File: src/rtl/data_mem_pkg.sv
// Shared types and helpers for the data RAM access controller.
// Holds access-mode codes, the FSM state enum and size/extend helpers.
package data_mem_pkg;

   localparam logic [1:0] MODE_BYTE  = 2'b00;
   localparam logic [1:0] MODE_HALF  = 2'b01;
   localparam logic [1:0] MODE_WORD  = 2'b10;
   localparam logic [1:0] MODE_DWORD = 2'b11;

   typedef enum logic [2:0] {
      S_IDLE,
      S_BEAT0,
      S_GAP,
      S_BEAT1,
      S_RESP
   } state_t;

   function automatic logic [3:0] size_bytes(input logic [1:0] mode);
      logic [3:0] n;
      unique case (mode)
         MODE_BYTE: n = 4'd1;
         MODE_HALF: n = 4'd2;
         MODE_WORD: n = 4'd4;
         MODE_DWORD: n = 4'd8;
      endcase
      return n;
   endfunction

   // Zero-extend a single-beat RAM read to the 64-bit response.
   function automatic logic [63:0] load_extend(
      input logic [1:0]  mode,
      input logic [31:0] d
   );
      logic [63:0] r;
      unique case (mode)
         MODE_BYTE: r = {56'd0, d[7:0]};
         MODE_HALF: r = {48'd0, d[15:0]};
         default:   r = {32'd0, d};
      endcase
      return r;
   endfunction

endpackage

File: src/rtl/mem_req_check.sv
// Combinational alignment and range check for one access request.
// Ports: i_mode, i_addr in; o_err out (misaligned or addr+size > ADDR_LIMIT).
module mem_req_check
   import data_mem_pkg::*;
#(
   parameter int ADDR_LIMIT = 256
) (
   input  logic [1:0]  i_mode,
   input  logic [31:0] i_addr,
   output logic        o_err
);

   logic        w_misaligned;
   logic [32:0] w_end;

   always_comb begin
      w_misaligned = 1'b0;
      unique case (i_mode)
         MODE_BYTE:  w_misaligned = 1'b0;
         MODE_HALF:  w_misaligned = i_addr[0];
         MODE_WORD:  w_misaligned = |i_addr[1:0];
         MODE_DWORD: w_misaligned = |i_addr[2:0];
      endcase
   end

   // 33-bit sum so addresses near 2^32 cannot wrap into range.
   assign w_end = {1'b0, i_addr} + {29'd0, size_bytes(i_mode)};

   assign o_err = w_misaligned || (w_end > 33'(ADDR_LIMIT));

endmodule

File: src/rtl/data_mem_ctrl.sv
// Sequences MEM-stage loads/stores into beats on a big-endian 256x8 RAM.
// Ports: i_req_* request, o_req_ready/o_stall, o_resp_* response, o_ram_*/i_ram_rdata RAM.
module data_mem_ctrl
   import data_mem_pkg::*;
#(
   parameter int ADDR_LIMIT = 256
) (
   input  logic        i_clk,
   input  logic        i_reset,
   input  logic        i_req_valid,
   input  logic        i_req_rw,
   input  logic [1:0]  i_req_mode,
   input  logic [31:0] i_req_addr,
   input  logic [63:0] i_req_wdata,
   output logic        o_req_ready,
   output logic        o_resp_valid,
   output logic [63:0] o_resp_rdata,
   output logic        o_resp_err,
   output logic        o_stall,
   output logic        o_ram_enable,
   output logic        o_ram_rw,
   output logic [31:0] o_ram_addr,
   output logic [31:0] o_ram_wdata,
   output logic [1:0]  o_ram_mode,
   input  logic [31:0] i_ram_rdata
);

   state_t      r_state;
   logic        r_rw;
   logic [1:0]  r_mode;
   logic [31:0] r_addr;
   logic [31:0] r_wdata_lo;
   logic [31:0] r_rdata_hi;

   logic        r_resp_valid;
   logic [63:0] r_resp_rdata;
   logic        r_resp_err;
   logic        r_ram_enable;
   logic        r_ram_rw;
   logic [31:0] r_ram_addr;
   logic [31:0] r_ram_wdata;
   logic [1:0]  r_ram_mode;

   logic        w_err;
   logic        w_dword;

   mem_req_check #(
      .ADDR_LIMIT(ADDR_LIMIT)
   ) u_check (
      .i_mode(i_req_mode),
      .i_addr(i_req_addr),
      .o_err (w_err)
   );

   assign w_dword = (i_req_mode == MODE_DWORD);

   always_ff @(posedge i_clk) begin
      if (i_reset) begin
         r_state      <= S_IDLE;
         r_rw         <= 1'b0;
         r_mode       <= MODE_BYTE;
         r_addr       <= '0;
         r_wdata_lo   <= '0;
         r_rdata_hi   <= '0;
         r_resp_valid <= 1'b0;
         r_resp_rdata <= '0;
         r_resp_err   <= 1'b0;
         r_ram_enable <= 1'b0;
         r_ram_rw     <= 1'b0;
         r_ram_addr   <= '0;
         r_ram_wdata  <= '0;
         r_ram_mode   <= MODE_BYTE;
      end else begin
         unique case (r_state)
            S_IDLE: begin
               if (i_req_valid) begin
                  r_rw       <= i_req_rw;
                  r_mode     <= i_req_mode;
                  r_addr     <= i_req_addr;
                  r_wdata_lo <= i_req_wdata[31:0];
                  if (w_err) begin
                     r_state      <= S_RESP;
                     r_resp_valid <= 1'b1;
                     r_resp_err   <= 1'b1;
                     r_resp_rdata <= '0;
                  end else begin
                     r_state      <= S_BEAT0;
                     r_ram_enable <= 1'b1;
                     r_ram_rw     <= i_req_rw;
                     r_ram_addr   <= i_req_addr;
                     // Doubleword goes out as two word beats, high word first.
                     r_ram_mode   <= w_dword ? MODE_WORD : i_req_mode;
                     r_ram_wdata  <= w_dword ? i_req_wdata[63:32]
                                             : i_req_wdata[31:0];
                  end
               end
            end
            S_BEAT0: begin
               r_ram_enable <= 1'b0;
               r_ram_rw     <= 1'b0;
               r_ram_addr   <= '0;
               r_ram_wdata  <= '0;
               r_ram_mode   <= MODE_BYTE;
               if (r_mode == MODE_DWORD) begin
                  r_state    <= S_GAP;
                  r_rdata_hi <= r_rw ? 32'd0 : i_ram_rdata;
               end else begin
                  r_state      <= S_RESP;
                  r_resp_valid <= 1'b1;
                  r_resp_err   <= 1'b0;
                  r_resp_rdata <= r_rw ? 64'd0
                                       : load_extend(r_mode, i_ram_rdata);
               end
            end
            S_GAP: begin
               // Enable was low for this cycle so the RAM sees a new beat.
               r_state      <= S_BEAT1;
               r_ram_enable <= 1'b1;
               r_ram_rw     <= r_rw;
               r_ram_addr   <= r_addr + 32'd4;
               r_ram_wdata  <= r_wdata_lo;
               r_ram_mode   <= MODE_WORD;
            end
            S_BEAT1: begin
               r_state      <= S_RESP;
               r_ram_enable <= 1'b0;
               r_ram_rw     <= 1'b0;
               r_ram_addr   <= '0;
               r_ram_wdata  <= '0;
               r_ram_mode   <= MODE_BYTE;
               r_resp_valid <= 1'b1;
               r_resp_err   <= 1'b0;
               r_resp_rdata <= r_rw ? 64'd0 : {r_rdata_hi, i_ram_rdata};
            end
            S_RESP: begin
               r_state      <= S_IDLE;
               r_resp_valid <= 1'b0;
               r_resp_err   <= 1'b0;
               r_resp_rdata <= '0;
            end
            default: r_state <= S_IDLE;
         endcase
      end
   end

   assign o_req_ready  = (r_state == S_IDLE) && !i_reset;
   assign o_stall      = !i_reset &&
                         (((r_state == S_IDLE) && i_req_valid) ||
                          (r_state == S_BEAT0) ||
                          (r_state == S_GAP) ||
                          (r_state == S_BEAT1));
   assign o_resp_valid = r_resp_valid;
   assign o_resp_rdata = r_resp_rdata;
   assign o_resp_err   = r_resp_err;
   assign o_ram_enable = r_ram_enable;
   assign o_ram_rw     = r_ram_rw;
   assign o_ram_addr   = r_ram_addr;
   assign o_ram_wdata  = r_ram_wdata;
   assign o_ram_mode   = r_ram_mode;

endmodule

File: config.mk
export PLATFORM = sky130hd
export DESIGN_NAME = data_mem_ctrl
export DESIGN_NICKNAME = d
export VERILOG_FILES = /design/src/rtl/data_mem_pkg.sv /design/src/rtl/mem_req_check.sv /design/src/rtl/data_mem_ctrl.sv
export SDC_FILE = /design/constraint.sdc
export NUM_CORES = 1
export LEC_CHECK = 0
export CAP_MARGIN = 15
export CORE_MARGIN = 10
export CORE_UTILIZATION = 37
export DETAILED_ROUTE_END_ITERATION = 10
export HOLD_SLACK_MARGIN = 0.02
export SYNTH_ARGS = -nofsm -noshare
export SYNTH_HDL_FRONTEND = slang
export SYNTH_SLANG_ARGS = --single-unit
File: constraint.sdc
create_clock -name i_clk -period 5.2 [get_ports i_clk]
set_input_delay 1.3 -clock i_clk [delete_from_list [all_inputs] [get_ports i_clk]]
set_output_delay 1.3 -clock i_clk [all_outputs]
set_load 0.05 [all_outputs]
-- Word level (Yosys, flattened, before mapping)
Cells that the tools add are included.
W data, S select, Z words.
- output and inout bits: 136
- bits of input ports: 134
- flip-flop bits (word level): 236
- logic and storage cells: 90
- reduce and logical (&&, ||, !) cells: 23
- add/sub/neg operators: 2
- equality and inequality tests: 13
- mux-type cells: 37
- order comparisons: 1
- operators by type and width (cell ; count):
    $mux W64 ; 5
    $pmux W64 S4 ; 1
    $mux W32 ; 6
    $pmux W32 S3 ; 2
    $pmux W32 S2 ; 1
    $add A32 B4 Y33 ; 1
    $gt A33 B9 Y1 const B ; 1
    $add A32 B3 Y32 const B ; 1
    $pmux W4 S4 ; 1
    $pmux W3 S4 ; 1
    $mux W3 ; 3
    $pmux W1 S3 ; 3
    $mux W1 ; 8
    $pmux W1 S4 ; 2
    $reduce_and A4 Y1 ; 2
    $eq A2 B2 Y1 const B ; 3
    $eq A3 B2 Y1 const B ; 2
    $mux W2 ; 3
    $ne A2 B2 Y1 const B ; 3
    $pmux W2 S3 ; 1
    $reduce_bool A3 Y1 ; 2
    $reduce_or A2 Y1 ; 3
    $eq A2 B1 Y1 const B ; 2
    $logic_not A2 Y1 ; 2
    other kinds (11) ; 17

-- Depth between registers and ports, before layout
Gate-level depths: netlist of run 1.
- depth after elaboration: 8
- mapped depth: 18
- gate-level depth less buffers: 12

-- By module
A second synthesis of run 1 with hierarchy kept.
- cell total of the unflattened synthesis: 1372
- area total of the unflattened synthesis: 10759.1 um^2
- by module, submodules not included (module ; cells each ; instances ; area an instance (um^2) ; sequential area each (um^2)):
    data_mem_ctrl ; 1249 ; 1 ; 9932.0 ; 4724.5
    mem_req_check ; 123 ; 1 ; 827.0 ; 0.0

-- Least setup slack after synthesis of run 1
No wires, ideal clock.
- kind: input to register
- from: input port i_req_mode[0]
- to: register r_ram_wdata[22], in the netlist o_ram_wdata[22]
- path slack: 0.593 ns
- required time: 5.054 ns
- arrival: 4.461 ns
- cell stages on the path: 17
- cell sequence: nand2_1 inv_1 buf_1 ha_1 clkbuf_1 a21o_1 a31o_2 buf_2 nand2_1 or4_1 a21oi_1 and4_1 clkbuf_1 a31o_2 buf_6 buf_2 a211oi_1
- word-level cells in the longest chain between the ends: 7
- ends and longest elaborated chain (item ; line ; source):
    start: declaration ; data_mem_ctrl.sv:12 ; input logic [1:0] i_req_mode,
    $eq A2 B2 Y1 (tied with other cells) ; data_mem_pkg.sv:20, mem_req_check.sv:18, data_mem_ctrl.sv:55 ;
    $pmux W4 S4 ; data_mem_pkg.sv:20 ; unique case (mode)
    $add A32 B4 Y33 ; mem_req_check.sv:27 ; assign w_end = {1'b0, i_addr} + {29'd0, size_bytes(i_mode)};
    $gt A33 B9 Y1 ; mem_req_check.sv:29 ; assign o_err = w_misaligned || (w_end > 33'(ADDR_LIMIT));
    $logic_or A1 B1 Y1 ; mem_req_check.sv:29 ;
    $ne A2 B2 Y1 (no source line) ; n/a ;
    $reduce_and A3 Y1 (no source line) ; n/a ;
    end signal: assignment ; data_mem_ctrl.sv:93 ; r_ram_wdata <= w_dword ? i_req_wdata[63:32]
    end signal: assignment ; data_mem_ctrl.sv:121 ; r_ram_wdata <= r_wdata_lo;
    end: declaration ; data_mem_ctrl.sv:41 ; logic [31:0] r_ram_wdata;
Parallel ways exist; a longest one is shown, timed or not. The select of a mux whose other input is x is not followed.
A chain may end at the register's enable or synchronous reset.

-- Worst setup path after layout of run 1
- from: input port i_req_mode[1]
- to: register r_resp_rdata[34], in the netlist o_resp_rdata[34]
- word-level cells in the longest chain between the ends: 7
- ends and longest elaborated chain (item ; line ; source):
    $eq A2 B2 Y1 (tied with other cells) ; data_mem_pkg.sv:20, mem_req_check.sv:18 ;
    $pmux W4 S4 ; data_mem_pkg.sv:20 ;
    $add A32 B4 Y33 ; mem_req_check.sv:27 ;
    $gt A33 B9 Y1 ; mem_req_check.sv:29 ;
    $logic_or A1 B1 Y1 (*) ; mem_req_check.sv:29 ;
    $ne A2 B1 Y1 (no source line) (*) ; n/a ;
    $reduce_and A4 Y1 (no source line) (*) ; n/a ;
    end signal: assignment ; data_mem_ctrl.sv:111 ; r_resp_rdata <= r_rw ? 64'd0
    end signal: assignment ; data_mem_ctrl.sv:133 ; r_resp_rdata <= r_rw ? 64'd0 : {r_rdata_hi, i_ram_rdata};
    end: declaration ; data_mem_ctrl.sv:36 ; logic [63:0] r_resp_rdata;
Mark *: on every way between the ends. The rest lies on a longest branch, timed or not.

==> flow_metrics.env, run 1 <==
export IMPL_power_density_nw_per_um2=297
export IMPL_slew_violations=0
export IMPL_crit_required_ns=5.66
export IMPL_synth_area_per_cell_um2=8.27
export IMPL_setup_violations=0
export IMPL_crit_family="compound AO/OA/AOI/OAI gates"
export IMPL_boundaryPins=270
export IMPL_fmax_mhz=212
export IMPL_crit_path_start_kind="input port"
export IMPL_post_cts_setup_buffers=0
export IMPL_arrival_ns=5.18
export IMPL_dr_wl_met3_um=2250
export IMPL_yosys_area_top_type="dfxtp_1"
export IMPL_cts_tree="built"
export IMPL_worst_path_stages=14
export IMPL_p_leak_nw=5.01
export IMPL_layout_min_cycle_time_ns=4.72
export IMPL_n_fill_cell=2533
export IMPL_htreeDepth=1
export IMPL_synth_top_area_share_pct=46.5
export IMPL_grt_pass1_wl_um=51500
export IMPL_hp_start="r_rdata_hi[2]"
export IMPL_cts_resized=0
export IMPL_cts_hold_buf=0
export IMPL_peakVddDrop_v=0.000218
export IMPL_cap_viol_max_count=0
export IMPL_synth_ff_type="dfxtp_1"
export IMPL_route_layer_met1_wl_um=15500
export IMPL_final_nets=1605
export IMPL_status="finished clean"
export IMPL_worstRegToRegCells=8
export IMPL_ant_nets=0
export IMPL_num_rows=60
export IMPL_drt_initial_drc_count=670
export IMPL_vias_per_cell=5.26
export IMPL_post_route_util_pct=52.3
export IMPL_final_cell_area_um2=14100
export IMPL_start_util_pct=37.7
export IMPL_reg2reg_slack_ns=2.72
export IMPL_hold_violations=0
export IMPL_vias=9602
export IMPL_timing_rr_end="o_ram_addr[31]"
export IMPL_layout_commonest_cell="nand2_1"
export IMPL_ys_seq_area_share_pct=46.5
export IMPL_worst_path_max_fanout=65
export IMPL_multi_input_area_um2=5050
export IMPL_place_ws_ns=-0.115
export IMPL_cts_buffer_depth=3
export IMPL_io_buffers=269
export IMPL_fin_setup_tns_ns=0
export IMPL_worstMarginPinSlew_ns=1.07
export IMPL_hpwl_um=23800
export IMPL_final_cell_mix="nand2_1 (294), clkdlybuf4s50_1 (268), dfxtp_1 (236)"
export IMPL_grt_pass1_vias=9018
export IMPL_hold_depth=2
export IMPL_gp_congestion=0.865
export IMPL_slew_headroom_pct=28.1
export IMPL_die_y_um=186
export IMPL_synth_cells=1229
export IMPL_synth_area_top_cells="dfxtp_1 (46%), nand2_1 (11%), a21oi_1 (8.6%)"
export IMPL_wire_per_inst_um=18.3
export IMPL_slowest_delay_ns=0.49
export IMPL_dr_pass1_iters=4
export IMPL_hp_class="reg2reg"
export IMPL_ys_async_sr_fraction_pct=0
export IMPL_drive_gt1_share_pct=6.60
export IMPL_clock_latency_ns=0.52
export IMPL_track_usage_pct=18.3
export IMPL_placedCellCount=1778
export IMPL_setup_ws_ns=0.482
export IMPL_synth_area_um2=10200
export IMPL_syn2layout_area_growth_pct=38.6
export IMPL_crit_chain="clkdlybuf4s50_1, buf_4, nor2b_1, fa_1, and3_1, o21ai_0, a2111oi_0, a21oi_1, a2111oi_0, and4_1, a21oi_1, nor3b_4, buf_12, a22o_1"
export IMPL_cts_buffers=26
export IMPL_root_buffer="clkbuf_16"
export IMPL_met2WireLength_um=15100
export IMPL_fp_coreArea_um2=27000
export IMPL_cp_end_kind="flip-flop"
export IMPL_cts_sinks=236
export IMPL_rsz0062_at_grt="no"
export IMPL_skew_ns=0.00864
export IMPL_place_area_um2=13200
export IMPL_ys_seq_elements=236
export IMPL_synth_edf_count=0
export IMPL_clk_pin_slew_ns=0.06
export IMPL_ys_types=55
export IMPL_top_layer="met4"
export IMPL_die_area_um2=34500
export IMPL_synth_warnings=0
export IMPL_min_to="r_rdata_hi[2]"
export IMPL_overflow=0
export IMPL_grt_max_degree=71
export IMPL_drc_errors=0
export IMPL_path_class="in2reg"
export IMPL_drt_total_wl_um=33400
export IMPL_post_route_period_util_pct=90.7
export IMPL_final_cells=1826
export IMPL_syn_nets=1369
export IMPL_crit_buf_inv=3
export IMPL_antenna_found_initial=0
export IMPL_slowest_stage="a2111oi_0"
export IMPL_ff_latch_area_um2=4720
export IMPL_dieWidth_um=186
export IMPL_reg2reg_from="r_addr[6]"
## routing by layer
metal	up-vias	GRT usage [%]
met4	0	4.42
met1	4512	25.0
met5	-	0
li1	4782	-
met3	41	3.94
met2	267	28.9
## cell usage after synthesis (all sizes together), types with 2 or more instances
master   count
a31oi        3
nor3b        3
xnor2       21
nor4         9
buf         25
nand2      295
nand3b       9
a211oi      43
nor2        74
a21oi      175
or2          2
nand3       21
and2         2
a22oi        3
and4         5
mux2i        3
nor3         8
ha           5
a31o         3
o2bb2ai     24
o31ai        4
inv          8
or3          3
clkbuf      64
dfxtp      236
a311oi       2
xor2        18
and3        12
a21o         5
nor2b       32
o211ai       3
a2111oi      3
or4          4
nand4       10
o21ai       19
a22o        64
## worst reg2reg max path: cells and delay by family (launching register included)
kind / cells / cell delay (ns)
simple gates: 6 / 1.54
flops: 1 / 0.43
xor+xnor: 1 / 0.27
compound gates: 1 / 0.11
## sequential cells by signal, indices dropped and copies added (netlist names), 2 cells and up
register	flops
r_rdata_hi	32
r_mode	2
r_state	3
r_addr	32
o_ram_addr	32
o_resp_rdata	64
o_ram_mode	2
r_wdata_lo	32
o_ram_wdata	32
## cell type report
type	instances	area share, %
Antenna cell	1	0.0178
Clock buffer	36	5.32
Clock inverter	11	1.12
Inverter	8	0.213
Multi-Input combinational cell	896	35.9
Sequential cell	236	33.5
Tap cell	341	3.03
Timing Repair Buffer	297	20.9
## kinds of logic after synthesis
logic type / Yosys count / share of synthesized area, %
muxes: 3 / 0.296
DFF: 236 / 46.5
buffers and inverters: 97 / 4.29
xor gates and xnor gates: 39 / 3.36
and+or+nand+nor: 492 / 21.6
adders and majority gates: 6 / 0.813
AOI/OAI and AO/OA: 356 / 23.1
## per-stage QoR
step	total power, mW	hold slack [ns]
2_1_floorplan	2.10	0.432
3_3_place_gp	2.29	0.437
3_5_place_dp	2.29	0.445
4_1_cts	4.24	0.453
5_1_grt	4.35	0.464
6_report	4.19	0.451
## how the worst max path moves through the flow
stage | from | to
2_1_floorplan | i_req_mode[0] | o_ram_wdata[22]
6_report | i_req_mode[1] | o_resp_rdata[34]
4_1_cts | i_req_mode[1] | o_resp_rdata[54]
3_5_place_dp | i_req_mode[1] | o_resp_rdata[2]
5_1_grt | i_req_mode[0] | o_resp_rdata[54]
3_3_place_gp | i_req_mode[0] | o_resp_rdata[60]
## report_power, final
group | total [mW] | switching (mW) | internal [mW]
combinational | 0.386 | 0.209 | 0.178
sequential | 1.87 | 0.0260 | 1.84
clock | 1.93 | 0.733 | 1.20
total | 4.19 | 0.968 | 3.22
Note: power is estimated with default switching activity, not from simulation.
==> run 2, diff against run 1 <==
--- a/config.mk
+++ b/config.mk
@@ -9,6 +9,7 @@
 export CORE_MARGIN = 10
 export CORE_UTILIZATION = 37
 export DETAILED_ROUTE_END_ITERATION = 10
+export DONT_BUFFER_PORTS = 1
 export HOLD_SLACK_MARGIN = 0.02
 export SYNTH_ARGS = -nofsm -noshare
 export SYNTH_HDL_FRONTEND = slang
==> constraint.sdc (replaced) <==
create_clock -name i_clk -period 4.8 [get_ports i_clk]
set_input_delay 1.2 -clock i_clk [delete_from_list [all_inputs] [get_ports i_clk]]
set_output_delay 1.2 -clock i_clk [all_outputs]
set_load 0.05 [all_outputs]
==> flow_metrics.env, run 2 (synthesis results as in run 1) <==
export IMPL_hold_worst_slack_ns=0.445
export IMPL_grt_pass1_wl_um=47800
export IMPL_cts_tree="built"
export IMPL_peakVddDrop_v=0.000233
export IMPL_gp_congestion=0.835
export IMPL_dieWidth_um=186
export IMPL_clock_latency_ns=0.53
export IMPL_reg2reg_slack_ns=2.26
export IMPL_worstRegToRegCells=6
export IMPL_crit_path_start_kind="input port"
export IMPL_wire_per_inst_um=20.2
export IMPL_cts_resized=0
export IMPL_overflow=0
export IMPL_crit_required_ns=5.27
export IMPL_timing_rr_end="r_wdata_lo[31]"
export IMPL_final_cells=1549
export IMPL_fin_setup_tns_ns=0
export IMPL_cp_end_kind="flip-flop"
export IMPL_io_buffers=0
export IMPL_clk_pin_slew_ns=0.06
export IMPL_place_ws_ns=0.276
export IMPL_hp_class="reg2reg"
export IMPL_reg2reg_from="r_state[0]"
export IMPL_fmax_mhz=251
export IMPL_vias=8607
export IMPL_layout_min_cycle_time_ns=3.99
export IMPL_boundaryPins=270
export IMPL_post_route_util_pct=42.3
export IMPL_path_class="in2reg"
export IMPL_hold_violations=0
export IMPL_rsz0062_at_grt="no"
export IMPL_largest_reg_flops=64
export IMPL_syn2layout_area_growth_pct=12.1
export IMPL_hpwl_um=21700
export IMPL_worst_path_max_fanout=65
export IMPL_layout_commonest_cell="nand2_1"
export IMPL_grt_max_degree=152
export IMPL_cts_sinks=236
export IMPL_worstMarginPinSlew_ns=0.986
export IMPL_grt_pass1_vias=8043
export IMPL_vias_per_cell=5.56
export IMPL_die_y_um=186
export IMPL_start_util_pct=37.7
export IMPL_final_cell_mix="nand2_1 (294), dfxtp_1 (236), a21oi_1 (175)"
export IMPL_slew_violations=0
export IMPL_drt_total_wl_um=31300
export IMPL_arrival_ns=4.46
export IMPL_cap_viol_max_count=0
export IMPL_drc_errors=0
export IMPL_diodes=0
export IMPL_antenna_found_initial=0
export IMPL_skew_ns=0.0137
export IMPL_cts_buffer_depth=3
export IMPL_htreeDepth=1
export IMPL_hp_start="r_rdata_hi[4]"
export IMPL_hold_depth=2
export IMPL_slew_headroom_pct=34.1
export IMPL_ant_nets=0
export IMPL_cts_hold_buf=0
export IMPL_dr_pass1_iters=5
export IMPL_p_leak_nw=4.01
export IMPL_track_usage_pct=17.1
export IMPL_die_area_um2=34500
export IMPL_fp_coreArea_um2=27000
export IMPL_status="finished clean"
export IMPL_final_nets=1327
export IMPL_placedCellCount=1499
export IMPL_post_cts_setup_buffers=0
export IMPL_drt_initial_drc_count=598
export IMPL_post_route_period_util_pct=83.1
export IMPL_setup_ws_ns=0.814
export IMPL_num_rows=60
export IMPL_setup_violations=0
export IMPL_drive_gt1_share_pct=7.78
export IMPL_power_density_nw_per_um2=395
export IMPL_cts_buffers=27
export IMPL_root_buffer="clkbuf_16"
export IMPL_min_to="r_rdata_hi[4]"
run 2: stage by stage:
stage | total power, mW | area (µm²)
2_1_floorplan | 2.28 | 10200
5_1_grt | 4.68 | 11400
3_3_place_gp | 2.31 | 10400
4_1_cts | 4.56 | 11400
6_report | 4.50 | 11400
3_5_place_dp | 2.31 | 10400
run 2: per-layer routing:
layer  track usage, %  share of wire (%)  vias up
li1                 -                  -     4225
met1             21.7                 41     4031
met2             26.6                 45      313
met3             6.49                 11       38
met4             4.77                2.4        0
met5                0                  0        -
run 2: final cells by class:
cell class	count	area, µm²
Clock inverter	16	229
Multi-Input combinational cell	896	5060
Inverter	8	30.0
Sequential cell	236	4720
Fill cell	2673	15600
Clock buffer	34	752
Tap cell	341	427
Timing Repair Buffer	18	173
run 2: power by group:
part	internal (mW)	total [mW]	switching (mW)
clock	1.38	2.23	0.843
combinational	0.0911	0.240	0.149
sequential	1.99	2.03	0.0349
run 2: how the worst max path moves through the flow:
| stage | startpoint | endpoint | slack [ns] |
|---|---|---|---|
| floorplan | i_req_mode[0] | o_ram_wdata[22] | 0.29 |
| global placement | i_req_mode[1] | o_resp_rdata[22] | 0.36 |
| detailed placement | i_req_mode[1] | o_resp_rdata[53] | 0.28 |
| CTS | i_req_mode[1] | o_resp_rdata[57] | 0.84 |
| global route | i_req_mode[0] | o_ram_wdata[22] | 0.53 |
| finish | i_req_mode[1] | o_resp_rdata[2] | 0.81 |
run 2: critical path, cell delays in order:
cell	delay [ns]
nor2_1	0.13
ha_1	0.20
fa_1	0.23
and3_1	0.22
nor2_1	0.11
or3_1	0.48
a22oi_1	0.26
o211ai_1	0.18
nor4_4	0.47
a21oi_1	0.18
nor3b_4	0.24
buf_12	0.31
a22o_1	0.20
==> run 3, diff against run 2 <==
==> constraint.sdc (replaced) <==
create_clock -name i_clk -period 3.4 [get_ports i_clk]
set_input_delay 0.85 -clock i_clk [delete_from_list [all_inputs] [get_ports i_clk]]
set_output_delay 0.85 -clock i_clk [all_outputs]
set_load 0.05 [all_outputs]
==> flow_metrics.env, run 3 (synthesis results as in run 1) <==
export IMPL_crit_required_ns=3.77
export IMPL_root_buffer="clkbuf_16"
export IMPL_peakVddDrop_v=0.000292
export IMPL_place_ws_ns=-0.469
export IMPL_cts_buffer_depth=3
export IMPL_p_switching_mw=1.45
export IMPL_final_nets=1362
export IMPL_hp_class="in2reg"
export IMPL_drt_initial_drc_count=563
export IMPL_io_buffers=0
export IMPL_arrival_ns=3.59
export IMPL_layout_min_cycle_time_ns=3.22
export IMPL_diodes=0
export IMPL_skew_ns=0.0181
export IMPL_wire_per_inst_um=20.2
export IMPL_p_leak_nw=4.20
export IMPL_ant_nets=0
export IMPL_clock_latency_ns=0.54
export IMPL_post_route_period_util_pct=94.6
export IMPL_final_cell_mix="nand2_1 (292), dfxtp_1 (236), a21oi_1 (173)"
export IMPL_swShare_pct=22.9
export IMPL_path_class="in2reg"
export IMPL_track_usage_pct=17.1
export IMPL_vias=8666
export IMPL_drive_gt1_share_pct=11.7
export IMPL_total_power_mw=6.36
export IMPL_worstMarginPinSlew_ns=1.15
export IMPL_slew_violations=0
export IMPL_power_clock_fraction_pct=48.9
export IMPL_fp_coreArea_um2=27000
export IMPL_placedCellCount=1529
export IMPL_crit_path_start_kind="input port"
export IMPL_layout_commonest_cell="nand2_1"
export IMPL_cts_buffers=27
export IMPL_cts_sinks=236
export IMPL_boundaryPins=270
export IMPL_gp_congestion=0.877
export IMPL_drt_total_wl_um=32000
export IMPL_die_area_um2=34500
export IMPL_hold_violations=0
export IMPL_die_y_um=186
export IMPL_largest_reg_flops=64
export IMPL_start_util_pct=37.7
export IMPL_ff_latch_area_um2=4720
export IMPL_num_rows=60
export IMPL_status="finished clean"
export IMPL_n_fill_cell=2658
export IMPL_htreeDepth=1
export IMPL_internal_power_mw=4.90
export IMPL_vias_per_cell=5.47
export IMPL_cp_end_kind="flip-flop"
export IMPL_grt_pass1_vias=8048
export IMPL_clk_pin_slew_ns=0.06
export IMPL_fmax_mhz=311
export IMPL_antenna_found_initial=0
export IMPL_p_seq_share_pct=45.1
export IMPL_slew_headroom_pct=22.9
export IMPL_cts_tree="built"
export IMPL_final_cells=1584
export IMPL_power_density_nw_per_um2=538
export IMPL_grt_max_degree=152
export IMPL_dieWidth_um=186
export IMPL_cap_viol_max_count=0
export IMPL_comb_power_share_pct=6.1
export IMPL_setup_ws_ns=0.185
export IMPL_dr_pass1_iters=7
export IMPL_grt_pass1_wl_um=47400
export IMPL_syn2layout_area_growth_pct=16.2
export IMPL_multi_input_area_um2=5170
export IMPL_worst_path_max_fanout=23
export IMPL_hpwl_um=22000
export IMPL_drc_errors=0
export IMPL_overflow=0
export IMPL_setup_violations=0
run 3: per-layer routing:
| metal | GRT usage, % | part of all wire (%) |
|---|---|---|
| met5 | 0 | 0 |
| met4 | 5.32 | 2.7 |
| met3 | 7.25 | 11 |
| met2 | 26.6 | 45 |
| met1 | 20.9 | 41 |
run 3: final cells by class:
cell class	count	share of cell area (%)
repair buffers	53	4.23
clock buffers	35	6.31
multi-input cells	896	43.8
flip-flops and latches	236	40.0
inverters	8	0.297
clock inverters	15	1.78
well taps	341	3.61
run 3: worst paths after layout:
check	cells after the start	to	slack (ns)	from
worst max-delay path	13	o_ram_addr[12]	0.18	i_req_mode[1]
worst min-delay path	1	r_rdata_hi[20]	0.39	i_reset
worst max register to register	4	o_ram_addr[12]	1.02	r_state[2]
worst min register to register	2	r_rdata_hi[1]	0.44	r_rdata_hi[1]
run 3: what timing repair did:
item,4_1_cts,5_1_grt
hold buffers,0,0
setup endpoints to repair,0,132
gates resized for setup,0,18
setup buffers,0,3
run 3: critical path, cell delays in order:
cell,delay [ns]
nor2_1,0.04
ha_2,0.18
fa_1,0.42
and3_4,0.21
nor4_1,0.19
a211oi_1,0.09
o211a_1,0.23
a2111oi_1,0.34
and4_2,0.34
a31o_4,0.27
nor2_1,0.10
buf_12,0.16
o2bb2ai_1,0.13
run 3: metrics by stage:
step | utilization [%] | setup TNS, ns | hold WS [ns] | cell area (µm²)
2_1_floorplan | - | -18.47 | 0.432 | 10300
3_3_place_gp | 39.7 | -53.42 | 0.436 | 10700
3_5_place_dp | 39.7 | -54.86 | 0.439 | 10700
4_1_cts | 43.3 | 0 | 0.389 | 11700
5_1_grt | 43.8 | -2.18 | 0.367 | 11800
6_report | 43.8 | 0 | 0.393 | 11800
run 3: power by group through the flow:
stage               Combinational (mW)  Clock (mW)  Sequential, mW
floorplan                        0.310           0            2.91
global placement                 0.364           0            2.92
detailed placement               0.367           0            2.93
CTS                              0.368        3.17            2.86
global route                     0.434        3.28            2.87
finish                           0.385        3.11            2.86
